File: config.mk
export PLATFORM = sky130hd
export DESIGN_NAME = refresh_sequencer
export DESIGN_NICKNAME = d
export VERILOG_FILES = /design/src/rtl/refresh_pkg.sv /design/src/rtl/ref_row_counter.sv /design/src/rtl/refresh_sequencer.sv
export SDC_FILE = /design/constraint.sdc
export NUM_CORES = 1
export LEC_CHECK = 0
export CAP_MARGIN = 15
export CORE_AREA = 10 10 121 90
export DETAILED_ROUTE_END_ITERATION = 8
export DIE_AREA = 0 0 131 100
export SLEW_MARGIN = 10
export SYNTH_ARGS = -nofsm -noshare
export SYNTH_HDL_FRONTEND = slang
export SYNTH_SLANG_ARGS = --single-unit
File: constraint.sdc
create_clock -name clk -period 3.9 [get_ports clk]
set_input_delay 0.78 -clock clk [delete_from_list [all_inputs] [get_ports clk]]
set_output_delay 0.78 -clock clk [all_outputs]
set_load 0.05 [all_outputs]
File: src/rtl/refresh_pkg.sv
// Shared types for the GC-DRAM refresh sequencer.
// REFRESH_VERIFY_EN adds the read-back verify states to ref_state_t.
package refresh_pkg;

    localparam int PEND_MAX_DFLT = 3;

    function automatic int pend_width(input int pend_max);
        return $clog2(pend_max + 1);
    endfunction

    localparam int PEND_W = pend_width(PEND_MAX_DFLT);

    typedef enum logic [2:0] {
        IDLE,
        READ,
        WAIT,
        WRITE,
        PAUSE,
        DONE
`ifdef REFRESH_VERIFY_EN
        ,
        VERIFY_RD,
        VERIFY_WAIT
`endif
    } ref_state_t;

endpackage

File: src/rtl/ref_row_counter.sv
// Row address register for the refresh sequencer: increment, clear or hold,
// with a flag for the final row of a burst.
module ref_row_counter #(
    parameter int ROWS   = 64,
    parameter int ADDR_W = $clog2(ROWS)
) (
    input  logic              clk,
    input  logic              rst,
    input  logic              inc_i,
    input  logic              clr_i,
    output logic [ADDR_W-1:0] row_nxt_o,
    output logic              last_o
);

    logic [ADDR_W-1:0] row_q;
    logic [ADDR_W-1:0] row_d;

    // Clear wins over increment; the only path back to row 0 is a finished burst.
    always_comb begin
        row_d = row_q;
        if (clr_i) begin
            row_d = '0;
        end else if (inc_i) begin
            row_d = row_q + ADDR_W'(1);
        end
    end

    always_ff @(posedge clk) begin
        if (!rst) begin
            row_q <= '0;
        end else begin
            row_q <= row_d;
        end
    end

    assign row_nxt_o = row_d;
    assign last_o    = (row_q == ADDR_W'(ROWS - 1));

endmodule

File: src/rtl/refresh_sequencer.sv
// Refresh burst sequencer: walks every row with read / write-back, yielding to
// host traffic at row boundaries. Optional read-back verify under REFRESH_VERIFY_EN.
module refresh_sequencer
    import refresh_pkg::*;
#(
    parameter int ROWS     = 64,
    parameter int ADDR_W   = $clog2(ROWS),
    parameter int DATA_W   = 32,
    parameter int READ_LAT = 1,
    parameter int PEND_MAX = PEND_MAX_DFLT
) (
    input  logic              clk,
    input  logic              rst,
    input  logic              ref_req,
    input  logic              disable_ref,
    input  logic              user_active,
    output logic [ADDR_W-1:0] mem_addr,
    output logic              mem_rd_en,
    input  logic [DATA_W-1:0] mem_rdata,
    output logic              mem_wr_en,
    output logic [DATA_W-1:0] mem_wdata,
    output logic              busy,
    output logic              done,
    output logic              overflow
`ifdef REFRESH_VERIFY_EN
    ,
    output logic              verify_err
`endif
);

    localparam int PCW   = (pend_width(PEND_MAX) > PEND_W) ? pend_width(PEND_MAX) : PEND_W;
    localparam int LAT_W = (READ_LAT > 1) ? $clog2(READ_LAT) : 1;

    ref_state_t        state_q, state_d;
    logic [LAT_W-1:0]  lat_q, lat_d;
    logic [PCW-1:0]    pend_q, pend_d;
    logic              overflow_q, overflow_d;
    logic [ADDR_W-1:0] mem_addr_q;
    logic              mem_rd_en_q, mem_wr_en_q;
    logic [DATA_W-1:0] mem_wdata_q;
    logic              busy_q, done_q;
    logic              lat_last, row_end, row_inc, row_clr, row_last;
    logic [ADDR_W-1:0] row_nxt;
`ifdef REFRESH_VERIFY_EN
    logic              verify_err_q;
`endif

    ref_row_counter #(
        .ROWS   (ROWS),
        .ADDR_W (ADDR_W)
    ) u_row (
        .clk       (clk),
        .rst       (rst),
        .inc_i     (row_inc),
        .clr_i     (row_clr),
        .row_nxt_o (row_nxt),
        .last_o    (row_last)
    );

    assign lat_last = (lat_q == LAT_W'(READ_LAT - 1));

    // Host access and disable are only looked at in IDLE, PAUSE and at row_end.
    always_comb begin
        state_d = state_q;
        lat_d   = lat_q;
        row_inc = 1'b0;
        row_clr = 1'b0;
        row_end = 1'b0;
        case (state_q)
            IDLE:  if (pend_q != '0 && !disable_ref && !user_active) state_d = READ;
            READ: begin
                state_d = WAIT;
                lat_d   = '0;
            end
            WAIT: begin
                if (lat_last) state_d = WRITE;
                else          lat_d   = lat_q + LAT_W'(1);
            end
`ifdef REFRESH_VERIFY_EN
            WRITE: state_d = VERIFY_RD;
            VERIFY_RD: begin
                state_d = VERIFY_WAIT;
                lat_d   = '0;
            end
            VERIFY_WAIT: begin
                if (lat_last) row_end = 1'b1;
                else          lat_d   = lat_q + LAT_W'(1);
            end
`else
            WRITE: row_end = 1'b1;
`endif
            PAUSE: if (!disable_ref && !user_active) state_d = READ;
            DONE: begin
                state_d = IDLE;
                row_clr = 1'b1;
            end
            default: state_d = IDLE;
        endcase
        if (row_end) begin
            if (row_last) begin
                state_d = DONE;
            end else begin
                row_inc = 1'b1;
                state_d = (disable_ref || user_active) ? PAUSE : READ;
            end
        end
    end

    // A request landing on the DONE cycle cancels the decrement.
    always_comb begin
        pend_d     = pend_q;
        overflow_d = overflow_q;
        if (ref_req && state_q != DONE) begin
            if (pend_q == PCW'(PEND_MAX)) overflow_d = 1'b1;
            else                          pend_d     = pend_q + PCW'(1);
        end else if (!ref_req && state_q == DONE) begin
            pend_d = pend_q - PCW'(1);
        end
    end

    always_ff @(posedge clk) begin
        if (!rst) begin
            state_q      <= IDLE;
            lat_q        <= '0;
            pend_q       <= '0;
            overflow_q   <= 1'b0;
            mem_addr_q   <= '0;
            mem_rd_en_q  <= 1'b0;
            mem_wr_en_q  <= 1'b0;
            mem_wdata_q  <= '0;
            busy_q       <= 1'b0;
            done_q       <= 1'b0;
`ifdef REFRESH_VERIFY_EN
            verify_err_q <= 1'b0;
`endif
        end else begin
            state_q     <= state_d;
            lat_q       <= lat_d;
            pend_q      <= pend_d;
            overflow_q  <= overflow_d;
            mem_wr_en_q <= (state_d == WRITE);
            busy_q      <= (state_d != IDLE);
            done_q      <= (state_d == DONE);
            if (state_q == WAIT && lat_last) mem_wdata_q <= mem_rdata;
`ifdef REFRESH_VERIFY_EN
            mem_rd_en_q <= (state_d == READ) || (state_d == VERIFY_RD);
            if (state_d == READ || state_d == WRITE || state_d == VERIFY_RD) mem_addr_q <= row_nxt;
            if (state_q == VERIFY_WAIT && lat_last && mem_rdata != mem_wdata_q) verify_err_q <= 1'b1;
`else
            mem_rd_en_q <= (state_d == READ);
            if (state_d == READ || state_d == WRITE) mem_addr_q <= row_nxt;
`endif
        end
    end

    assign mem_addr   = mem_addr_q;
    assign mem_rd_en  = mem_rd_en_q;
    assign mem_wr_en  = mem_wr_en_q;
    assign mem_wdata  = mem_wdata_q;
    assign busy       = busy_q;
    assign done       = done_q;
    assign overflow   = overflow_q;
`ifdef REFRESH_VERIFY_EN
    assign verify_err = verify_err_q;
`endif

endmodule

==> impl_summary.log, run 1 <==
INFO  metric postSynthCellCount = 251
INFO  metric cts-buffers-inserted = 5
INFO  metric initial_cell_density_of_the_core = 23.8%
INFO  metric htreeDepth = 2
INFO  metric cts-resized-gates = 0
INFO  metric r2r_end = mem_addr[2]
INFO  metric critical-path-top-delay-family = buffers and inverters
INFO  metric async_flop_share = 0%
INFO  metric number_of_failing_hold_endpoints_at_the_final_stage = 0
INFO  metric wl_per_cell = 13.4 um
INFO  metric worst-r2r-setup-slack = 1.87 ns
INFO  metric core.rowCount = 29
INFO  metric outcome = finished clean
INFO  metric critPathBufInv = 1
INFO  metric final.fill_count = 904
INFO  metric grt-ovfl-total = 0
INFO  metric maxSlewHeadroom = 63.0%
INFO  metric dr.pass1.iters = 4
INFO  metric fin_setup_tns = 0 ns
INFO  metric die_area = 13,100 um2
INFO  metric synth-main-ff-cell = sky130_fd_sc_hd__dfxtp_1
INFO  metric cts_post_setup_buffers_inserted = 0
INFO  metric ff2ff_path_depth = 5
INFO  metric post_layout_nonfiller_instances = 449
INFO  metric clkLatencyLatePin = 0.28 ns
INFO  metric die_height = 100 um
INFO  metric post-synth-top-area-fraction = 52.0%
INFO  metric antenna_violations_before_repair = 0
INFO  metric endpoint_kind = primary output
INFO  metric setup.worst_path.start_class = flop
INFO  metric worst_path_cell_with_the_longest_stage_delay = sky130_fd_sc_hd__clkdlybuf4s50_1
INFO  metric syn_nets = 289
INFO  metric ant_nets = 0
INFO  metric finalNetCount = 362
INFO  metric number_of_pins_exceeding_their_max_slew_limit_in_the_final_report = 0
INFO  metric core-area = 8740 um2
INFO  metric path_cells = clkdlybuf4s50_1
INFO  metric power_density = 408 nW/um2
INFO  metric cp_data_arrival_time = 1.45 ns
INFO  metric cts_sinks = 54
INFO  metric finalWeightedCongestion = 0.702
INFO  metric cap_violations = 0
INFO  metric max_freq = 0.448 GHz
INFO  metric dpl_cell_area = 2970 um2
INFO  metric dp_hpwl = 4490 um
INFO  metric dpl.cell_count = 441
INFO  metric synth.avg_cell_area = 8.28 um2
INFO  metric post_synth_main_area_contributors = sky130_fd_sc_hd__dfxtp_1 52%, sky130_fd_sc_hd__nand2_1 13%, sky130_fd_sc_hd__a21oi_1 8.7%, sky130_fd_sc_hd__nor2_1 3.1%, sky130_fd_sc_hd__mux2i_1 2.4%
INFO  metric min_period = 2.23 ns
INFO  metric regToRegStartpoint = u_row.row_q[0]
INFO  metric post_synth_num_cell_types = 36
INFO  metric drtIter0Drc = 150
INFO  metric finalInstanceArea = 3120 um2
INFO  metric wire_length_of_the_first_global_routing_pass = 9360 um
INFO  metric via_count = 1,893
INFO  metric crit_path_max_incr_delay = 0.84 ns
INFO  metric timing.critical_path.to = overflow
INFO  metric worst_pin_slew = 0.553 ns
INFO  metric critical_path_class = flop to primary output
INFO  metric die_w = 131 um
INFO  metric diodes = 0
INFO  metric tritoncts = done
INFO  metric synth_sequential_area_ratio = 52.0%
INFO  metric cts.clk_slew.worst_paths = 0.07 ns
INFO  metric grt_start_max_net_pins = 33
INFO  metric top_layer_in_use = met4
INFO  metric syn2layout_area_growth = 50.0%
INFO  metric met1Wirelength = 2810 um
INFO  metric crit_share_post_route = 57.3%
INFO  metric track_usage = 8.76%
INFO  metric drt-vias-per-instance = 4.22
INFO  metric vdd.ir_drop.worst = 0.189 mV
INFO  metric wp_depth = 1
INFO  metric setup_violations = 0
INFO  metric cell_area_after_synthesis = 2080 um2
INFO  metric detailroute.wirelength.met3 = 571 um
INFO  metric holdCritPathClass = flop to flop
INFO  metric wirelength = 6040 um
INFO  metric clockRootBuffer = sky130_fd_sc_hd__clkbuf_16
INFO  metric leakagePower = 1.07 nW
INFO  metric worstPathMaxFanout = 2
INFO  metric synthDominantAreaCellType = sky130_fd_sc_hd__dfxtp_1
INFO  metric cts_hold_buffers = 0
INFO  metric number_of_synthesized_register_bits = 54
INFO  metric yosysWarnings = 0
INFO  metric grt_setup_unrepaired = false
INFO  metric grt_pass1_vias = 1,791
INFO  metric post_route_cells_drive_above_1_share = 3.69%
INFO  metric boundaryPins = 80
INFO  metric route.detailed.drc = 0
INFO  metric synth_enable_flop_cells = 0
INFO  metric clock_skew = 0.00432 ns
INFO  metric port_buffers = 79
INFO  metric crit_start = overflow
INFO  metric met2_wirelength = 2600 um
INFO  metric clk_path_buf_depth = 2
INFO  metric critPathRequiredTime = 3.12 ns
## cells by family (layout without fill, tap and decap cells)
family | count (synthesis) | after routing | synth area share [%]
adder cells (fa/ha/maj) | 1 | 1 | 0.602
multiplexers | 6 | 6 | 2.95
AND/OR/NAND/NOR | 113 | 113 | 23.5
AO/OA/AOI/OAI | 55 | 55 | 15.3
buffers and inverters | 19 | 93 | 4.33
XOR/XNOR | 3 | 3 | 1.26
flip-flops | 54 | 54 | 52.0
## Yosys cell counts, types with 2 or more instances
cell / instances
sky130_fd_sc_hd__nand2_1: 72
sky130_fd_sc_hd__dfxtp_1: 54
sky130_fd_sc_hd__a21oi_1: 36
sky130_fd_sc_hd__nor2_1: 17
sky130_fd_sc_hd__clkbuf_1: 10
sky130_fd_sc_hd__mux2i_1: 5
sky130_fd_sc_hd__o21ai_0: 5
sky130_fd_sc_hd__nand3_1: 4
sky130_fd_sc_hd__and2_1: 3
sky130_fd_sc_hd__buf_2: 3
sky130_fd_sc_hd__inv_1: 3
sky130_fd_sc_hd__nand3b_1: 3
sky130_fd_sc_hd__nor2b_1: 3
sky130_fd_sc_hd__nor3_1: 3
sky130_fd_sc_hd__o31ai_1: 3
sky130_fd_sc_hd__xnor2_1: 3
sky130_fd_sc_hd__a31oi_1: 2
sky130_fd_sc_hd__buf_6: 2
sky130_fd_sc_hd__nand4_1: 2
sky130_fd_sc_hd__or3_1: 2
## through the flow
stage	power [mW]	hold slack [ns]	setup WS [ns]	util, %
2_1_floorplan	0.746	0.476	1.95	-
3_3_place_gp	0.840	0.441	1.45	34.0
3_5_place_dp	0.841	0.447	1.43	34.0
4_1_cts	1.29	0.456	1.65	35.7
5_1_grt	1.32	0.477	1.59	35.7
6_report	1.27	0.455	1.67	35.7
## where the power goes
| group | internal, mW | switching, mW | total, mW | leakage, nW |
|---|---|---|---|---|
| combinational | 0.0917 | 0.142 | 0.234 | 0.562 |
| sequential | 0.575 | 0.0176 | 0.593 | 0.438 |
| clock | 0.255 | 0.189 | 0.444 | 0.0739 |
| total | 0.922 | 0.349 | 1.27 | 1.07 |
## layout make-up
class,count,area [um2],share of cell area (%)
repair buffers,82,813,26.1
multi-input cells,178,911,29.2
well taps,124,155,4.97
clock inverters,1,5.00,0.160
flip-flops and latches,54,1080,34.7
clock buffers,7,143,4.57
inverters,3,11.3,0.361
## cells in the final DEF (no fill, tap or decap), drive strengths merged, types with 2 or more instances in the layout
| master | count |
|---|---|
| nand3 | 4 |
| nor2b | 3 |
| inv | 3 |
| clkbuf | 7 |
| a21oi | 36 |
| nand4 | 2 |
| nor2 | 17 |
| or2 | 2 |
| nand2 | 72 |
| buf | 3 |
| and2 | 3 |
| nor3 | 3 |
| mux2i | 5 |
| nand3b | 3 |
| o31ai | 3 |
| o21ai | 6 |
| xnor2 | 3 |
| clkdlybuf4s50 | 79 |
| a31oi | 2 |
| dfxtp | 54 |
| or3 | 2 |
## state kept, by name (all words and copies together) (netlist names)
signal,count
done,1
mem_wr_en,1
mem_wdata,32
mem_rd_en,1
pend_q,2
u_row.row_q,6
busy,1
state_q,3
overflow,1
mem_addr,6
## tightest hold or removal path: stages, from the launching register on
cell and delay (ns):
sky130_fd_sc_hd__dfxtp_1 0.31, sky130_fd_sc_hd__nand2_1 0.05, sky130_fd_sc_hd__a21oi_1 0.05
## worst min-delay path by stage
| stage | slack, ns | from | depth (start not counted) | end |
|---|---|---|---|---|
| floorplan | 0.48 | u_row.row_q[4] | 2 | u_row.row_q[4] |
| global placement | 0.44 | mem_wdata[13] | 2 | mem_wdata[13] |
| detailed placement | 0.45 | mem_wdata[18] | 2 | mem_wdata[18] |
| CTS | 0.46 | mem_wdata[18] | 2 | mem_wdata[18] |
| global route | 0.48 | mem_wdata[22] | 2 | mem_wdata[22] |
| finish | 0.45 | mem_wdata[24] | 2 | mem_wdata[24] |
## metal layers
metal | up-vias | GRT usage (%)
met5 | - | 0
met4 | 0 | 2.81
met3 | 2 | 4.21
met2 | 43 | 12.8
met1 | 866 | 11.1
li1 | 982 | -
Power figures use the tool's default switching activity.
==> inputs of run 2 (changes only) <==
Clock period 3.9 ns to 1.89 ns, I/O delays scaled along.
==> run 2 against run 1 <==
Clock power grew 130%. Worst setup slack worse by 1.6 ns. Final cell count grew 1.8%. Worst hold slack gained 0.0023 ns. Sequential cell count did not move. Clock skew is 0.0029 ns higher. Die area is the same. Critical path type unchanged. Via count grew 2.3%.
==> impl_summary.log, run 2 (synthesis gave the netlist of run 1 again) <==
INFO  metric grt-ovfl-total = 0
INFO  metric htreeDepth = 2
INFO  metric finalNetCount = 370
INFO  metric worstPathMaxFanout = 2
INFO  metric grt_pass1_vias = 1,896
INFO  metric dr.pass1.iters = 4
INFO  metric max_freq = 0.549 GHz
INFO  metric route.detailed.drc = 0
INFO  metric largest_reg_flops = 32
INFO  metric number_of_pins_exceeding_their_max_slew_limit_in_the_final_report = 0
INFO  metric power_density = 881 nW/um2
INFO  metric cts-buffers-inserted = 5
INFO  metric setup_violations = 0
INFO  metric initial_cell_density_of_the_core = 23.8%
INFO  metric r2r_end = mem_rd_en
INFO  metric most-common-layout-cells = 72 x sky130_fd_sc_hd__nand2_1, 54 x sky130_fd_sc_hd__dfxtp_1, 45 x sky130_fd_sc_hd__clkdlybuf4s50_1, 45 x sky130_fd_sc_hd__buf_4, 36 x sky130_fd_sc_hd__a21oi_1
INFO  metric core-area = 8740 um2
INFO  metric die_height = 100 um
INFO  metric clock_skew = 0.00725 ns
INFO  metric die_w = 131 um
INFO  metric worst_hold_path.num_cells = 2
INFO  metric vdd.ir_drop.worst = 0.341 mV
INFO  metric clockRootBuffer = sky130_fd_sc_hd__clkbuf_16
INFO  metric ant_nets = 0
INFO  metric place_worst_setup_slack = -0.114 ns
INFO  metric finalWeightedCongestion = 0.787
INFO  metric die_area = 13,100 um2
INFO  metric outcome = finished clean
INFO  metric worst_path_cell_with_the_longest_stage_delay = sky130_fd_sc_hd__clkdlybuf4s50_1
INFO  metric crit_share_post_route = 96.4%
INFO  metric port_buffers = 79
INFO  metric dp_hpwl = 4660 um
INFO  metric drt-vias-per-instance = 4.24
INFO  metric timing.final.ws_setup = 0.0690 ns
INFO  metric antenna_violations_before_repair = 0
INFO  metric ff2ff_path_depth = 7
INFO  metric drtIter0Drc = 124
INFO  metric hold-path-endpoint = mem_wdata[7]
INFO  metric via_count = 1,937
INFO  metric cts.clk_slew.worst_paths = 0.07 ns
INFO  metric wl_per_cell = 13.4 um
INFO  metric diodes = 0
INFO  metric critical-path-top-delay-family = buffers and inverters
INFO  metric worst-r2r-setup-slack = 0.14 ns
INFO  metric critical_path_class = flop to primary output
INFO  metric worst_pin_slew = 0.514 ns
INFO  metric mostFrequentLayoutCell = sky130_fd_sc_hd__nand2_1
INFO  metric hold_slack = 0.457 ns
INFO  metric wirelength = 6120 um
INFO  metric maxSlewHeadroom = 65.6%
INFO  metric critPathBufInv = 1
INFO  metric setup.worst_path.start_class = flop
INFO  metric clkLatencyLatePin = 0.29 ns
INFO  metric endpoint_kind = primary output
INFO  metric critPathRequiredTime = 1.51 ns
INFO  metric track_usage = 9.21%
INFO  metric wire_length_of_the_first_global_routing_pass = 9920 um
INFO  metric post-route-util = 35.7%
INFO  metric regToRegStartpoint = u_row.row_q[0]
INFO  metric cts_hold_buffers = 0
INFO  metric dpl_cell_area = 2950 um2
INFO  metric grt_start_max_net_pins = 33
INFO  metric crit_path_max_incr_delay = 0.81 ns
INFO  metric number_of_failing_hold_endpoints_at_the_final_stage = 0
INFO  metric post_route_cells_drive_above_1_share = 17.1%
INFO  metric syn2layout_area_growth = 50.2%
INFO  metric finalInstanceArea = 3120 um2
INFO  metric grt_setup_unrepaired = false
INFO  metric fin_setup_tns = 0 ns
INFO  metric cap_violations = 0
INFO  metric holdCritPathClass = flop to flop
INFO  metric core.rowCount = 29
INFO  metric boundaryPins = 80
INFO  metric path_cells = clkdlybuf4s50_1
INFO  metric holdCritStartpoint = mem_wdata[7]
INFO  metric tritoncts = done
INFO  metric min_period = 1.82 ns
INFO  metric clk_path_buf_depth = 2
INFO  metric leakagePower = 1.18 nW
INFO  metric cp_data_arrival_time = 1.44 ns
INFO  metric final.fill_count = 909
INFO  metric cts_sinks = 54
-- run 2: how the worst max path moves through the flow --
| stage | slack [ns] | depth (start not counted) | end | startpoint |
|---|---|---|---|---|
| after floorplan | 0.23 | 6 | mem_addr[2] | u_row.row_q[0] |
| after global placement | -0.09 | 5 | mem_rd_en | user_active |
| after detailed placement | -0.11 | 5 | mem_rd_en | user_active |
| after CTS | 0.04 | 1 | mem_wdata[4] | mem_wdata[4] |
| after global routing | 0.01 | 5 | mem_addr[2] | u_row.row_q[0] |
| final | 0.07 | 1 | mem_wdata[4] | mem_wdata[4] |
-- run 2: layout make-up --
class                      count  area, um2  share of cell area, %
clock buffer                   5        125                   4.01
clock inverter                 3       45.0                   1.44
inverter                       3       11.3                  0.361
multi-input combinational    178        917                   29.4
sequential                    54       1080                   34.6
tap                          124        155                   4.97
timing repair buffer          90        788                   25.2
-- run 2: repair_timing --
item | 4_1_cts | 5_1_grt
buffers inserted | 0 | 0
setup endpoints to repair | 0 | 5
resized for setup | 0 | 3
-- run 2: routing by layer --
layer  vias up  routed length, um  GRT usage (%)
met5         -                  0              0
met4         0                 70           3.32
met3         5                515           3.48
met2        53               2640           13.5
met1       880               2900           12.0
li1        999                  -              -
-- run 2: report_power, final --
part | total [mW] | internal, mW | switching (mW)
clock network | 1.04 | 0.625 | 0.415
registers | 1.22 | 1.19 | 0.0366
logic | 0.487 | 0.191 | 0.297
-- run 2: metrics by stage --
stage / total power, mW / std cells
2_1_floorplan: 1.54 / 251
3_3_place_gp: 1.74 / 449
3_5_place_dp: 1.74 / 449
4_1_cts: 2.80 / 457
5_1_grt: 2.91 / 457
6_report: 2.75 / 457
==> inputs of run 3 (changes only) <==
Settings changed: HOLD_SLACK_MARGIN set to 0.02.
==> results of run 3 <==
No change in the layout: final DEF, timing and power equal those of run 2.
==> variant 1 (flow settings as in run 3) <==
Register the output `mem_addr` once more, with the module's reset; this adds one clock of latency there. The other outputs are not delayed to match.
--- a/src/rtl/refresh_sequencer.sv
+++ b/src/rtl/refresh_sequencer.sv
@@ -153,7 +153,13 @@
         end
     end
 
-    assign mem_addr   = mem_addr_q;
+    always_ff @(posedge clk) begin
+        if (!rst) begin
+            mem_addr <= '0;
+        end else begin
+            mem_addr <= mem_addr_q;
+        end
+    end
     assign mem_rd_en  = mem_rd_en_q;
     assign mem_wr_en  = mem_wr_en_q;
     assign mem_wdata  = mem_wdata_q;
Check against the original RTL: not equivalent (a bounded check fails within 10 cycles, from zero or initial values and one cycle with rst low).
==> variant 1 against run 3 <==
- clock power rose by 70%
- power rose by 26%
- sequential cell count rose by 6
- first-iteration DRC count fell by 17%
- core utilization rose by 5.2 points
- setup slack got worse by 0.027 ns
- area after synthesis rose by 12%
- via count rose by 5.9%
- sequential power rose by 8%
- fmax fell by 1.5%
- sequential share of layout area fell by 1.0 points
- cell area rose by 15%
- routed wire length rose by 3.5%
- largest cell class unchanged
- largest power group is now clock
==> variant 1: results (changes against run 3) <==
* Layout cell share with drive strength beyond 1 at 14.8% (was 17.1%)
* Vias per cell at 4.31 (was 4.24)
* Detailed Route Iter0 Violations at 103 (was 124)
* LEAKAGE at 1.50 nW (was 1.18 nW)
* Final setup skew at 0.00499 ns (was 0.00725 ns)
* Hold endpoint: mem_addr[2]$_SDFF_PN0_ (was mem_wdata[7]$_SDFFE_PN0N_)
* Sequential area share after synthesis at 51.6% (was 52.0%)
* Clock Tree Buf Depth at 2 (unchanged)
* VDD IR-drop max at 0.000485 V (was 0.000341 V)
* Main area contributors after synthesis: dfxtp_1 (52%), nand2_1 (12%), a21boi_0 (11%), and2_1 (3.0%), nor2_1 (2.1%) (was dfxtp_1 (52%), nand2_1 (13%), a21oi_1 (8.7%), nor2_1 (3.1%), mux2i_1 (2.4%))
* Dpl hpwl at 4.60 mm (was 4.66 mm)
* Clk Latency, worst-skew pair at 0.33 ns (was 0.29 ns)
* Status: completed (unchanged)
* Synth async-reset ratio at 0% (unchanged)
* H-tree levels at 3 (was 2)
* Crit path to: mem_wdata[17] (was mem_wdata[4])
* Global placer's final weighted congestion at 0.745 (was 0.787)
* Mapped Nets at 301 (was 289)
* Worst hold path class: flop to flop (unchanged)
* Reg2Reg Setup Slack at 0.15 ns
* Placed instance area at 3230 um2 (was 2950 um2)
* HP Start: mem_addr_q[2]$_SDFFE_PN0P_ (was mem_wdata[7]$_SDFFE_PN0N_)
* R2R depth at 6 (was 7)
* Tot GR Track Use at 9.76% (was 9.21%)
* First-pass GRT wire length at 10.0 mm (was 9.92 mm)
* Rel. slew slack at 64.4% (was 65.6%)
* Drt total wl at 6.33 mm (was 6.12 mm)
* Crit path max fanout at 2 (unchanged)
* NumNets Final at 385 (was 370)
* TritonRoute pass-1 iters at 4 (unchanged)
* Commonest cells in the netlist: nand2_1 (72), dfxtp_1 (60), a21boi_0 (33) (was nand2_1 (72), dfxtp_1 (54), a21oi_1 (36))
* Initial antenna violation count at 0 (unchanged)
* CTS Buf Count at 9 (was 5)
* CP Launch Point: mem_wdata[17]$_SDFFE_PN0N_ (was mem_wdata[4]$_SDFFE_PN0N_)
* Critical path arrival at 1.47 ns (was 1.44 ns)
* Reg clk slew, reported paths at 0.05 ns (was 0.07 ns)
* FF-to-FF End: mem_addr_q[1]$_SDFFE_PN0P_ (was mem_rd_en$_SDFF_PN0_)
* Vias in the first global route at 1,975 (was 1,896)
* Hold_ws at 0.446 ns (was 0.457 ns)
==> variant 1: changes by cell type after synthesis, moves of 3 or more <==
cell and delta:
a21boi_0 +33, a21oi_1 -32, dfxtp_1 +6, and2_1 +8, mux2_2 +3, nor2_1 -4
==> variant 1: final cells by class <==
cell class	instances	area, um2
fill	870	5160
sequential	60	1200
multi-input combinational	183	1040
timing repair buffer	90	848
clock buffer	10	239
tap	124	155
clock inverter	6	87.6
inverter	3	11.3
==> variant 1: cell families after synthesis <==
kind of cell             after synthesis  share of synthesized area (%)
AO/OA/AOI/OAI                         54                           16.6
AND/OR/NAND/NOR                      119                           23.4
buffers and inverters                 20                           3.98
adder cells (fa/ha/maj)                1                          0.537
multiplexers                           6                           2.74
XOR/XNOR                               3                           1.13
flip-flops                            60                           51.6
==> variant 1: repair_timing <==
| item | 4_1_cts | 5_1_grt |
|---|---|---|
| endpoints found under the setup margin | 0 | 9 |
| endpoints found under the hold margin | 0 | 0 |
| resized for setup | 0 | 10 |
==> variant 1: per-stage QoR <==
stage	setup slack (ns)	utilization, %	setup TNS (ns)	instances
2_1_floorplan	0.183	-	0	263
3_3_place_gp	-0.196	36.9	-0.946	460
3_5_place_dp	-0.216	36.9	-1.08	460
4_1_cts	0.000771	40.7	0	476
5_1_grt	0.00197	40.9	0	476
6_report	0.0417	40.9	0	476
==> variant 1: power by group <==
part           total (W)  switching, W  internal (W)  leakage [nW]
logic           0.000374      0.000208      0.000166         0.862
registers        0.00132     0.0000216       0.00130         0.486
clock network    0.00177      0.000580       0.00119         0.151
==> variant 1: metal layers <==
layer	wire (um)	up-vias	GRT usage (%)
met5	0	-	0
met4	40	0	3.07
met3	687	6	6.11
met2	2910	57	14.2
met1	2700	938	11.5
li1	-	1050	-
==> variant 2 (flow settings as in run 3) <==
Without the edit above. Set the parameter `READ_LAT` to 2 (it was 1).
--- a/src/rtl/refresh_sequencer.sv
+++ b/src/rtl/refresh_sequencer.sv
@@ -6,7 +6,7 @@
     parameter int ROWS     = 64,
     parameter int ADDR_W   = $clog2(ROWS),
     parameter int DATA_W   = 32,
-    parameter int READ_LAT = 1,
+    parameter int READ_LAT = 2,
     parameter int PEND_MAX = PEND_MAX_DFLT
 ) (
     input  logic              clk,
Check against the original RTL: not equivalent (Yosys sat finds a counterexample within 10 cycles, from zero or initial values and one cycle with rst low).
==> variant 2 against run 3 <==
- setup slack better by 0.011 ns
- area after synthesis up 13%
- sequential cell count up 1
- cell area grew 11%
- critical path type unchanged
- routed wire length is 6.1% higher
- via count grew 6.7%
- register-to-register slack lost 0.02 ns
- core utilization grew 3.9 points
Power is not compared: it rests on default switching activity, and its combinational part moved more than twofold at a synthesized area within 25%.
==> variant 2: results (changes against run 3) <==
* Sequential area share after synthesis at 46.7% (was 52.0%)
* Grt met2 use at 15.3% (was 13.5%)
* Tot GR Track Use at 10.0% (was 9.21%)
* Critical path arrival at 1.43 ns
* Post-CTS Resized at 0 (unchanged)
* TritonRoute pass-1 iters at 5 (was 4)
* Mapped Nets at 302 (was 289)
* Netlist cell types at 49 (was 36)
* M1 WL at 3.10 mm (was 2.90 mm)
* NumNets Final at 385 (was 370)
* Yosys warns at 0 (unchanged)
* Global placer's final weighted congestion at 0.845 (was 0.787)
* Commonest cells in the netlist: nand2_1 (66), dfxtp_1 (55), a21boi_0 (26) (was nand2_1 (72), dfxtp_1 (54), a21oi_1 (36))
* Comb power frac at 7.8%
* Dpl hpwl at 4.85 mm (was 4.66 mm)
* Post-DR wirelength/cell at 13.8 um (was 13.4 um)
* Main area contributors after synthesis: dfxtp_1 (47%), nand2_1 (11%), a21boi_0 (8.3%), a21boi_1 (3.2%), and2_1 (2.4%) (was dfxtp_1 (52%), nand2_1 (13%), a21oi_1 (8.7%), nor2_1 (3.1%), mux2i_1 (2.4%))
* First-pass GRT wire length at 10.7 mm (was 9.92 mm)
* Clk Latency, worst-skew pair at 0.29 ns (about the same)
* Routed wl met2 at 2.73 mm (was 2.64 mm)
* CTS Buf Count at 5 (unchanged)
* Status: completed (unchanged)
* Met1 Track Usage GR at 12.3% (was 12.0%)
* H-tree levels at 2 (unchanged)
* Crit path kind: flop to output port (unchanged)
* Pin count of the biggest net entering global routing at 33 (unchanged)
* Max reg flops at 32 (unchanged)
* Reg clk slew, reported paths at 0.07 ns (about the same)
* Final setup skew at 0.00451 ns (was 0.00725 ns)
* Via count at 2,066 (was 1,937)
* Met3 Usage GRT at 4.63% (was 3.48%)
* Crit path max fanout at 2 (unchanged)
* Worst hold path class: flop to flop (unchanged)
* VDD IR-drop max at 0.000343 V
* Synth Area in Compound Gates at 22.0% (was 15.3%)
* Synth Area in Adders at 0.531% (was 0.602%)
* Detailed Route Iter0 Violations at 93 (was 124)
* DR WL met3 at 588 um (was 515 um)
* Placed instance area at 3270 um2 (was 2950 um2)
* Synth async-reset ratio at 0% (unchanged)
* Post-synth EDFFs at 0 (unchanged)
* Rel. slew slack at 65.5% (was 65.6%)
* IO Port Bufs at 79 (unchanged)
* Synth Area in XOR/XNOR at 0.371% (was 1.26%)
* Layout cell share with drive strength beyond 1 at 17.8% (was 17.1%)
* Multiplexer share of the synthesized area at 3.66% (was 2.95%)
variant 2: cell types whose count changed after synthesis, sizes merged, moves of 3 or more:
cell,change
nand3b,-3
nand3,-3
and3,+3
o211ai,+3
mux2,+4
and2,+6
nand2,-5
nor2,-10
a21oi,-32
a21boi,+36
variant 2: cell type report:
cell class / count / area [um2]
multi-input cells: 188 / 1160
well taps: 124 / 155
clock inverters: 3 / 67.6
repair buffers: 93 / 838
inverters: 4 / 15.0
fillers: 862 / 5280
clock buffers: 5 / 125
flip-flops and latches: 55 / 1100
variant 2: stage by stage:
stage / setup WS [ns] / std cells / hold slack [ns] / utilization (%) / TNS (ns)
2_1_floorplan: 0.147 / 264 / 0.467 / - / 0
3_3_place_gp: -0.0843 / 464 / 0.441 / 37.4 / -0.400
3_5_place_dp: -0.109 / 464 / 0.444 / 37.4 / -0.505
4_1_cts: 0.0322 / 472 / 0.455 / 39.6 / 0
5_1_grt: 0.0179 / 472 / 0.479 / 39.6 / 0
6_report: 0.0802 / 472 / 0.450 / 39.6 / 0
variant 2: worst register-to-register path: stages, from the launching register on:
cell and delay (ns):
dfxtp_1 0.41, ha_1 0.20, nand3_1 0.10, or2_2 0.34, o221ai_4 0.24, mux2_2 0.37
variant 2: worst paths after layout:
kind / startpoint / end / slack [ns] / cells after the start
worst max-delay path: mem_wdata[18]$_SDFFE_PN0P_ / mem_wdata[18] / 0.08 / 1
worst max register to register: u_row.row_q[1]$_SDFF_PN0_ / mem_addr[3]$_SDFFE_PN0P_ / 0.12 / 5
worst min-delay path: mem_wdata[21]$_SDFFE_PN0P_ / mem_wdata[21]$_SDFFE_PN0P_ / 0.45 / 2
worst min register to register: mem_wdata[21]$_SDFFE_PN0P_ / mem_wdata[21]$_SDFFE_PN0P_ / 0.45 / 2
